## config.mk

```make
export PLATFORM = sky130hd
export DESIGN_NAME = dmem_lsu_ctrl
export DESIGN_NICKNAME = d
export VERILOG_FILES = /design/src/rtl/dmem_lsu_ctrl.sv
export SDC_FILE = /design/constraint.sdc
export NUM_CORES = 1
export LEC_CHECK = 0
export ABC_AREA = 1
export BUFFER_PORTS_ARGS = -buffer_cell sky130_fd_sc_hd__buf_2
export CAP_MARGIN = 15
export CORE_MARGIN = 3
export CORE_UTILIZATION = 44
export DETAILED_ROUTE_END_ITERATION = 7
export HOLD_SLACK_MARGIN = 0.02
export PLACE_DENSITY = 0.71
export SLEW_MARGIN = 5
export SYNTH_ARGS = -nofsm -noshare
export SYNTH_HDL_FRONTEND = slang
export SYNTH_SLANG_ARGS = --single-unit
```

## constraint.sdc

```tcl
create_clock -name clk -period 7.35 [get_ports clk]
set_clock_uncertainty 0.15 [all_clocks]
set_input_delay 1.47 -clock clk [delete_from_list [all_inputs] [get_ports clk]]
set_output_delay 1.47 -clock clk [all_outputs]
set_load 0.03 [all_outputs]
```

## src/rtl/dmem_lsu_ctrl.sv

```systemverilog
// Load/store sequencer between the MEM stage and a word-wide data memory.
// Sub-word stores are done as read-modify-write over an ACCESS/WRITE pair.
module dmem_lsu_ctrl #(
    parameter int ADDR_WIDTH = 10
) (
    input  logic                  clk,
    input  logic                  rst,
    input  logic                  req_valid,
    output logic                  req_ready,
    input  logic                  req_we,
    input  logic [1:0]            req_size,
    input  logic                  req_unsigned,
    input  logic [31:0]           req_addr,
    input  logic [31:0]           req_wdata,
    output logic                  rsp_valid,
    output logic                  rsp_err,
    output logic [31:0]           rsp_rdata,
    output logic                  mem_we,
    output logic [ADDR_WIDTH-1:0] mem_addr,
    output logic [31:0]           mem_din,
    input  logic [31:0]           mem_dout
);

    typedef enum logic [1:0] {
        S_IDLE,
        S_ACCESS,
        S_WRITE
    } state_t;

    state_t                  state, state_next;
    logic                    we_r;
    logic [1:0]              size_r;
    logic                    uns_r;
    logic [1:0]              boff_r;
    logic [ADDR_WIDTH-1:0]   waddr_r;
    logic [31:0]             wdata_r;
    logic [31:0]             merge_r;

    logic                    accept;
    logic                    err;
    logic                    subword_store;
    logic [7:0]              lane_b;
    logic [15:0]             lane_h;
    logic [31:0]             load_data;
    logic [31:0]             merge_data;
    logic                    unused_addr_bits;

    // Address bits above the memory depth are dropped, so accesses wrap.
    assign unused_addr_bits = ^req_addr[31:ADDR_WIDTH+2];

    assign req_ready = (state == S_IDLE) && !rst;
    assign accept    = req_valid && req_ready;
    assign mem_addr  = waddr_r;

    always_comb begin
        case (size_r)
            2'b00:   err = 1'b0;
            2'b01:   err = boff_r[0];
            2'b10:   err = |boff_r;
            default: err = 1'b1;
        endcase
    end

    assign subword_store = we_r && !err && (size_r != 2'b10);

    assign lane_b = mem_dout[{boff_r, 3'b000} +: 8];
    assign lane_h = boff_r[1] ? mem_dout[31:16] : mem_dout[15:0];

    always_comb begin
        case (size_r)
            2'b00:   load_data = {{24{~uns_r & lane_b[7]}}, lane_b};
            2'b01:   load_data = {{16{~uns_r & lane_h[15]}}, lane_h};
            default: load_data = mem_dout;
        endcase
    end

    always_comb begin
        merge_data = mem_dout;
        if (size_r == 2'b00) begin
            merge_data[{boff_r, 3'b000} +: 8] = wdata_r[7:0];
        end else if (boff_r[1]) begin
            merge_data[31:16] = wdata_r[15:0];
        end else begin
            merge_data[15:0] = wdata_r[15:0];
        end
    end

    always_comb begin
        state_next = state;
        mem_we     = 1'b0;
        mem_din    = wdata_r;
        case (state)
            S_IDLE: begin
                if (accept) state_next = S_ACCESS;
            end
            S_ACCESS: begin
                state_next = subword_store ? S_WRITE : S_IDLE;
                mem_we     = we_r && !err && (size_r == 2'b10);
            end
            S_WRITE: begin
                state_next = S_IDLE;
                mem_we     = 1'b1;
                mem_din    = merge_r;
            end
            default: state_next = S_IDLE;
        endcase
        // Reset kills any write in flight, including a pending RMW commit.
        if (rst) mem_we = 1'b0;
    end

    always_ff @(posedge clk) begin
        if (rst) begin
            state     <= S_IDLE;
            we_r      <= 1'b0;
            size_r    <= '0;
            uns_r     <= 1'b0;
            boff_r    <= '0;
            waddr_r   <= '0;
            wdata_r   <= '0;
            merge_r   <= '0;
            rsp_valid <= 1'b0;
            rsp_err   <= 1'b0;
            rsp_rdata <= '0;
        end else begin
            state     <= state_next;
            rsp_valid <= 1'b0;
            if (accept) begin
                we_r    <= req_we;
                size_r  <= req_size;
                uns_r   <= req_unsigned;
                boff_r  <= req_addr[1:0];
                waddr_r <= req_addr[ADDR_WIDTH+1:2];
                wdata_r <= req_wdata;
            end
            case (state)
                S_ACCESS: begin
                    if (subword_store) begin
                        merge_r <= merge_data;
                    end else begin
                        rsp_valid <= 1'b1;
                        rsp_err   <= err;
                        rsp_rdata <= (err || we_r) ? '0 : load_data;
                    end
                end
                S_WRITE: begin
                    rsp_valid <= 1'b1;
                    rsp_err   <= 1'b0;
                    rsp_rdata <= '0;
                end
                default: ;
            endcase
        end
    end

endmodule

```

Word level (Yosys, flattened, before mapping)

Cells that the tools add are included.

Logic and storage cells: 59
Output and inout bits: 78
Bits of input ports: 103
Register bits: 116

Bitwise gates (word level): 3
$add $sub $neg: 1
Equal/unequal tests: 7
Reduce and logical (&&, ||, !) cells: 14
Muxes and demuxes: 20
Shift operators: 3

Operator list:

| kind                                                                    | number |
|---|---|
| 32-bit 2-to-1 mux                                                       | 4 |
| 32-bit one-hot mux with 2 select lines                                  | 2 |
| 16-bit 2-to-1 mux                                                       | 3 |
| 32-bit bitwise mux                                                      | 1 |
| 8-bit by 7-bit variable shift with 32-bit output (first input constant) | 1 |
| 32-bit by 6-bit indexed part select with 8-bit output                   | 1 |
| 8-bit by 7-bit indexed part select with 32-bit output                   | 1 |
| 5-bit negation with 7-bit output                                        | 1 |
| 2-bit inequality test (second input constant)                           | 3 |
| 1-bit one-hot mux with 2 select lines                                   | 3 |
| 1-bit logical AND                                                       | 5 |
| 2-bit by 1-bit equality test with 1-bit output (second input constant)  | 2 |
| 2-bit equality test (second input constant)                             | 2 |
| 2-bit logical NOT                                                       | 2 |
| 2-bit 2-to-1 mux                                                        | 2 |
| 2-bit one-hot mux with 2 select lines                                   | 1 |
| 2-bit AND reduction                                                     | 2 |
| 1-bit 2-to-1 mux                                                        | 3 |
| 1-bit one-hot mux with 3 select lines                                   | 1 |
| 1-bit AND                                                               | 2 |
| 1-bit logical NOT                                                       | 2 |
| 2-bit nonzero test                                                      | 1 |
| 2-bit OR reduction                                                      | 1 |
| 1-bit logical OR                                                        | 1 |
| 1-bit NOT                                                               | 1 |

Logic depth before layout (Yosys ltp)

Depth after elaboration: 7
Mapped depth: 13

Worst setup path after synthesis

Ideal clock, no wire load.

Path type: input -> output
Start point: input port rst
End point: output port mem_we
Path slack: 2914 ps
Data required time: 5730 ps
Arrival: 2816 ps
Buffers on the path: 3
Stages on the path: 6
Cells stage by stage: buf_2 inv_1 clkbuf_1 buf_1 nand3_1 a21oi_1

Word-level cells in the longest chain between the ends: 1

Ends and longest elaborated chain:

| element          | RTL line | source |
|---|---|---|
| start, declared  | 7        | `input logic rst,` |
| 1-bit 2-to-1 mux | 108      | `if (rst) mem_we = 1'b0;` |
| end, declared    | 18       | `output logic mem_we,` |

No other way between the ends.

Worst setup path in the final report

Start point: register state[0]
End point: output port mem_we

Word-level cells in the longest chain between the ends: 3

Ends and longest elaborated chain:

| element                                                                               | RTL line | source |
|---|---|---|
| start, declared                                                                       | 30       | `state_t state, state_next;` |
| start signal, assigned                                                                | 125      | `state <= state_next;` |
| 2-bit equality test or 2-bit by 1-bit equality test with 1-bit output (tied branches) | 92       | `case (state)` |
| 1-bit one-hot mux with 2 select lines *                                               | 92       |  |
| 1-bit 2-to-1 mux *                                                                    | 108      |  |

Every way passes the cells marked *; elsewhere a longest branch is shown, timed or not.

==> impl_metrics.toml <==
[outcome]
status = "finished, final reports clean"

[sta]
fin_crit_sh = 0.657
setup_violations = 0
drv_slew = 0
tightest_slew_ns = 1.13
rsz0062_at_grt = "false"
finalHoldViolations = 0
fin_crit_ns = 4.83
fmax_mhz = 207
fin_hold_ws_ns = 0.292
maxSlewHeadroom = 0.247
fin_tns_setup_ns = 0

[die]
core_area_um2 = 13600
die_h_um = 125
initial_core_util = 0.462
die_x_um = 125
io_pins = 181
die_area_um2 = 15700
rows = 42

[placed_design]
globalplace.congestion = 0.965
placed_area_um2 = 7020
port_buffers = 160
dp_hpwl_mm = 14.1
place_inst = 1233

[worst_setup_path]
critical-path-slowest-cell = "ha_2"
cp_data_arrival_time_ns = 3.21
path_cells = "inv_1 -> ha_2 -> inv_1 -> nand2_1 -> nand3_1 -> a21oi_1 -> buf_2"
path_common_cell = "inv_1"
endpoint_kind = "output port"
worstPathMaxFanout = 66
crit_type = "register to output port"
startpoint_type = "register"
cpPeakStageDelay_ns = 0.93
required_ns = 5.73

[clock_tree]
clockRootBuffer = "clkbuf_16"
ctsResizeCount = 0
clock_sinks = 116
cts_made_buffers = 17
ctsLongestPathBuffers = 2
cts_tree = "built"
cts_hold_buf = 0
insertion_delay_ns = 0.42
post_cts_buffers = 0
clk_pin_slew_ns = 0.05
h-tree-depth = 4

[power_and_ir_drop]
irDropWorstVdd_uv = 184
powerDensity_nw_per_um2 = 299
p_leak_nw = 3.32

[layout]
nets = 1187
final_cell_mix = "204 x nand2_1, 165 x o21ai_0, 160 x buf_2"
syn_to_final_growth_pct = 22.6
drive_gt1_frac = 0.205
instances_no_fill = 1265
design_area_um2 = 7680
layout_commonest_cell = "nand2_1"
fillers = 1373

[routing]
num_vias = 6729
first_iter_violations = 623
ant_nets = 0
wl_mm = 19.8
vias_per_cell = 5.32
drt_first_pass_iters = 5
drcViolationCount = 0
routedWlPerCell_um = 15.6

[global_route]
antenna_found_initial = 2
gr-total-overflow = 0
grt_pass1_vias = 6129
track_usage = 0.247
grt_pass1_wl_mm = 31.4
grt_max_degree = 83

[synthesis]
avgSynthCellArea_um2 = 6.51
syn_nets = 1071
yosysUniqueCellTypes = 31
ys_async_sr_fraction = 0
synth_top_area_frac = 0.371
ys_top_cells_by_area = "dfxtp_1 37%, o21ai_0 13%, nand2_1 12%"
synth_edf_count = 0
ys_seq_elements = 116
ys_seq_area_frac = 0.371
ys.flop_type = "dfxtp_1"
synth_top_area_cell = "dfxtp_1"
syn_area_um2 = 6260
ys_warn_count = 0
synth_cells = 961

[run]
drv_cap = 0

[hold_path]
hold_path_class = "register to register"
-- synth_stat cells, types with 5 or more instances --
cell type and number:
a21oi_1 126, a32o_1 8, buf_1 5, buf_2 22, clkbuf_1 38, dfxtp_1 116
ha_1 7, inv_1 87, inv_2 7, nand2_1 204, nand2_2 6, nand3_1 9
nand4_1 23, nor2_1 87, nor3_1 8, o211ai_1 7, o21ai_0 165, o21ai_1 6
o22ai_1 13
-- cells by family (layout without fill, tap and decap cells) --
kind of cell             after synthesis  count (layout)  synth area share
AND/OR/NAND/NOR                      346             346             0.233
AO/OA/AOI/OAI                        329             329             0.277
buffers and inverters                163             290             0.105
flip-flops                           116             116             0.371
adder cells (fa/ha/maj)                7               7            0.0140
other                                  0               1                 0
-- critical path, delay by kind of cell, from the launching register on --
kind | cells | cell delay, ns
adders and majority gates | 1 | 0.93
and+or+nand+nor | 2 | 0.77
buffers and inverters | 3 | 0.55
DFF | 1 | 0.31
AOI/OAI and AO/OA | 1 | 0.21
-- flip-flops by register name, indices dropped and copies added, names as in the netlist --
name / cells
merge_r: 32
rsp_rdata: 32
wdata_r: 32
mem_addr: 10
boff_r: 2
size_r: 2
state: 2
rsp_err: 1
rsp_valid: 1
uns_r: 1
we_r: 1
-- power breakdown --
part           internal, mW  switching, mW  total (mW)
logic                 0.185          0.468       0.653
registers             0.695         0.0345       0.729
clock network         0.623          0.287       0.910
total                  1.50          0.789        2.29
-- final timing paths --
check	from	end	slack, ns	depth (start not counted)
min reg2reg	wdata_r[17]	wdata_r[17]	0.29	2
max reg2reg	boff_r[1]	rsp_rdata[11]	3.97	9
max	state[0]	mem_we	2.52	7
min	wdata_r[17]	wdata_r[17]	0.29	2
-- routing by layer --
metal	share of wire	wire length (µm)	global-route usage
met1	0.45	8880	0.329
met4	0.021	416	0.0829
met2	0.45	8820	0.387
met3	0.082	1630	0.0678
met5	0.00066	13	0
-- area by class of cell --
| class | count | area [µm²] | area share |
|---|---|---|---|
| Inverter | 95 | 359 | 0.0468 |
| Clock buffer | 21 | 470 | 0.0613 |
| Tap cell | 176 | 220 | 0.0287 |
| Timing Repair Buffer | 165 | 838 | 0.109 |
| Sequential cell | 116 | 2320 | 0.303 |
| Multi-Input combinational cell | 682 | 3290 | 0.428 |
| Antenna cell | 1 | 2.50 | 0.000326 |
| Clock inverter | 9 | 176 | 0.0230 |
-- through the flow --
step,util,worst slack (ns),power [mW]
finish,0.566,2.52,2.29
global route,0.566,2.17,2.41
CTS,0.565,2.49,2.30
detailed placement,0.518,2.97,1.39
global placement,0.518,3.03,1.38
floorplan,-,2.91,1.22
Note: power is estimated with default switching activity, not from simulation.
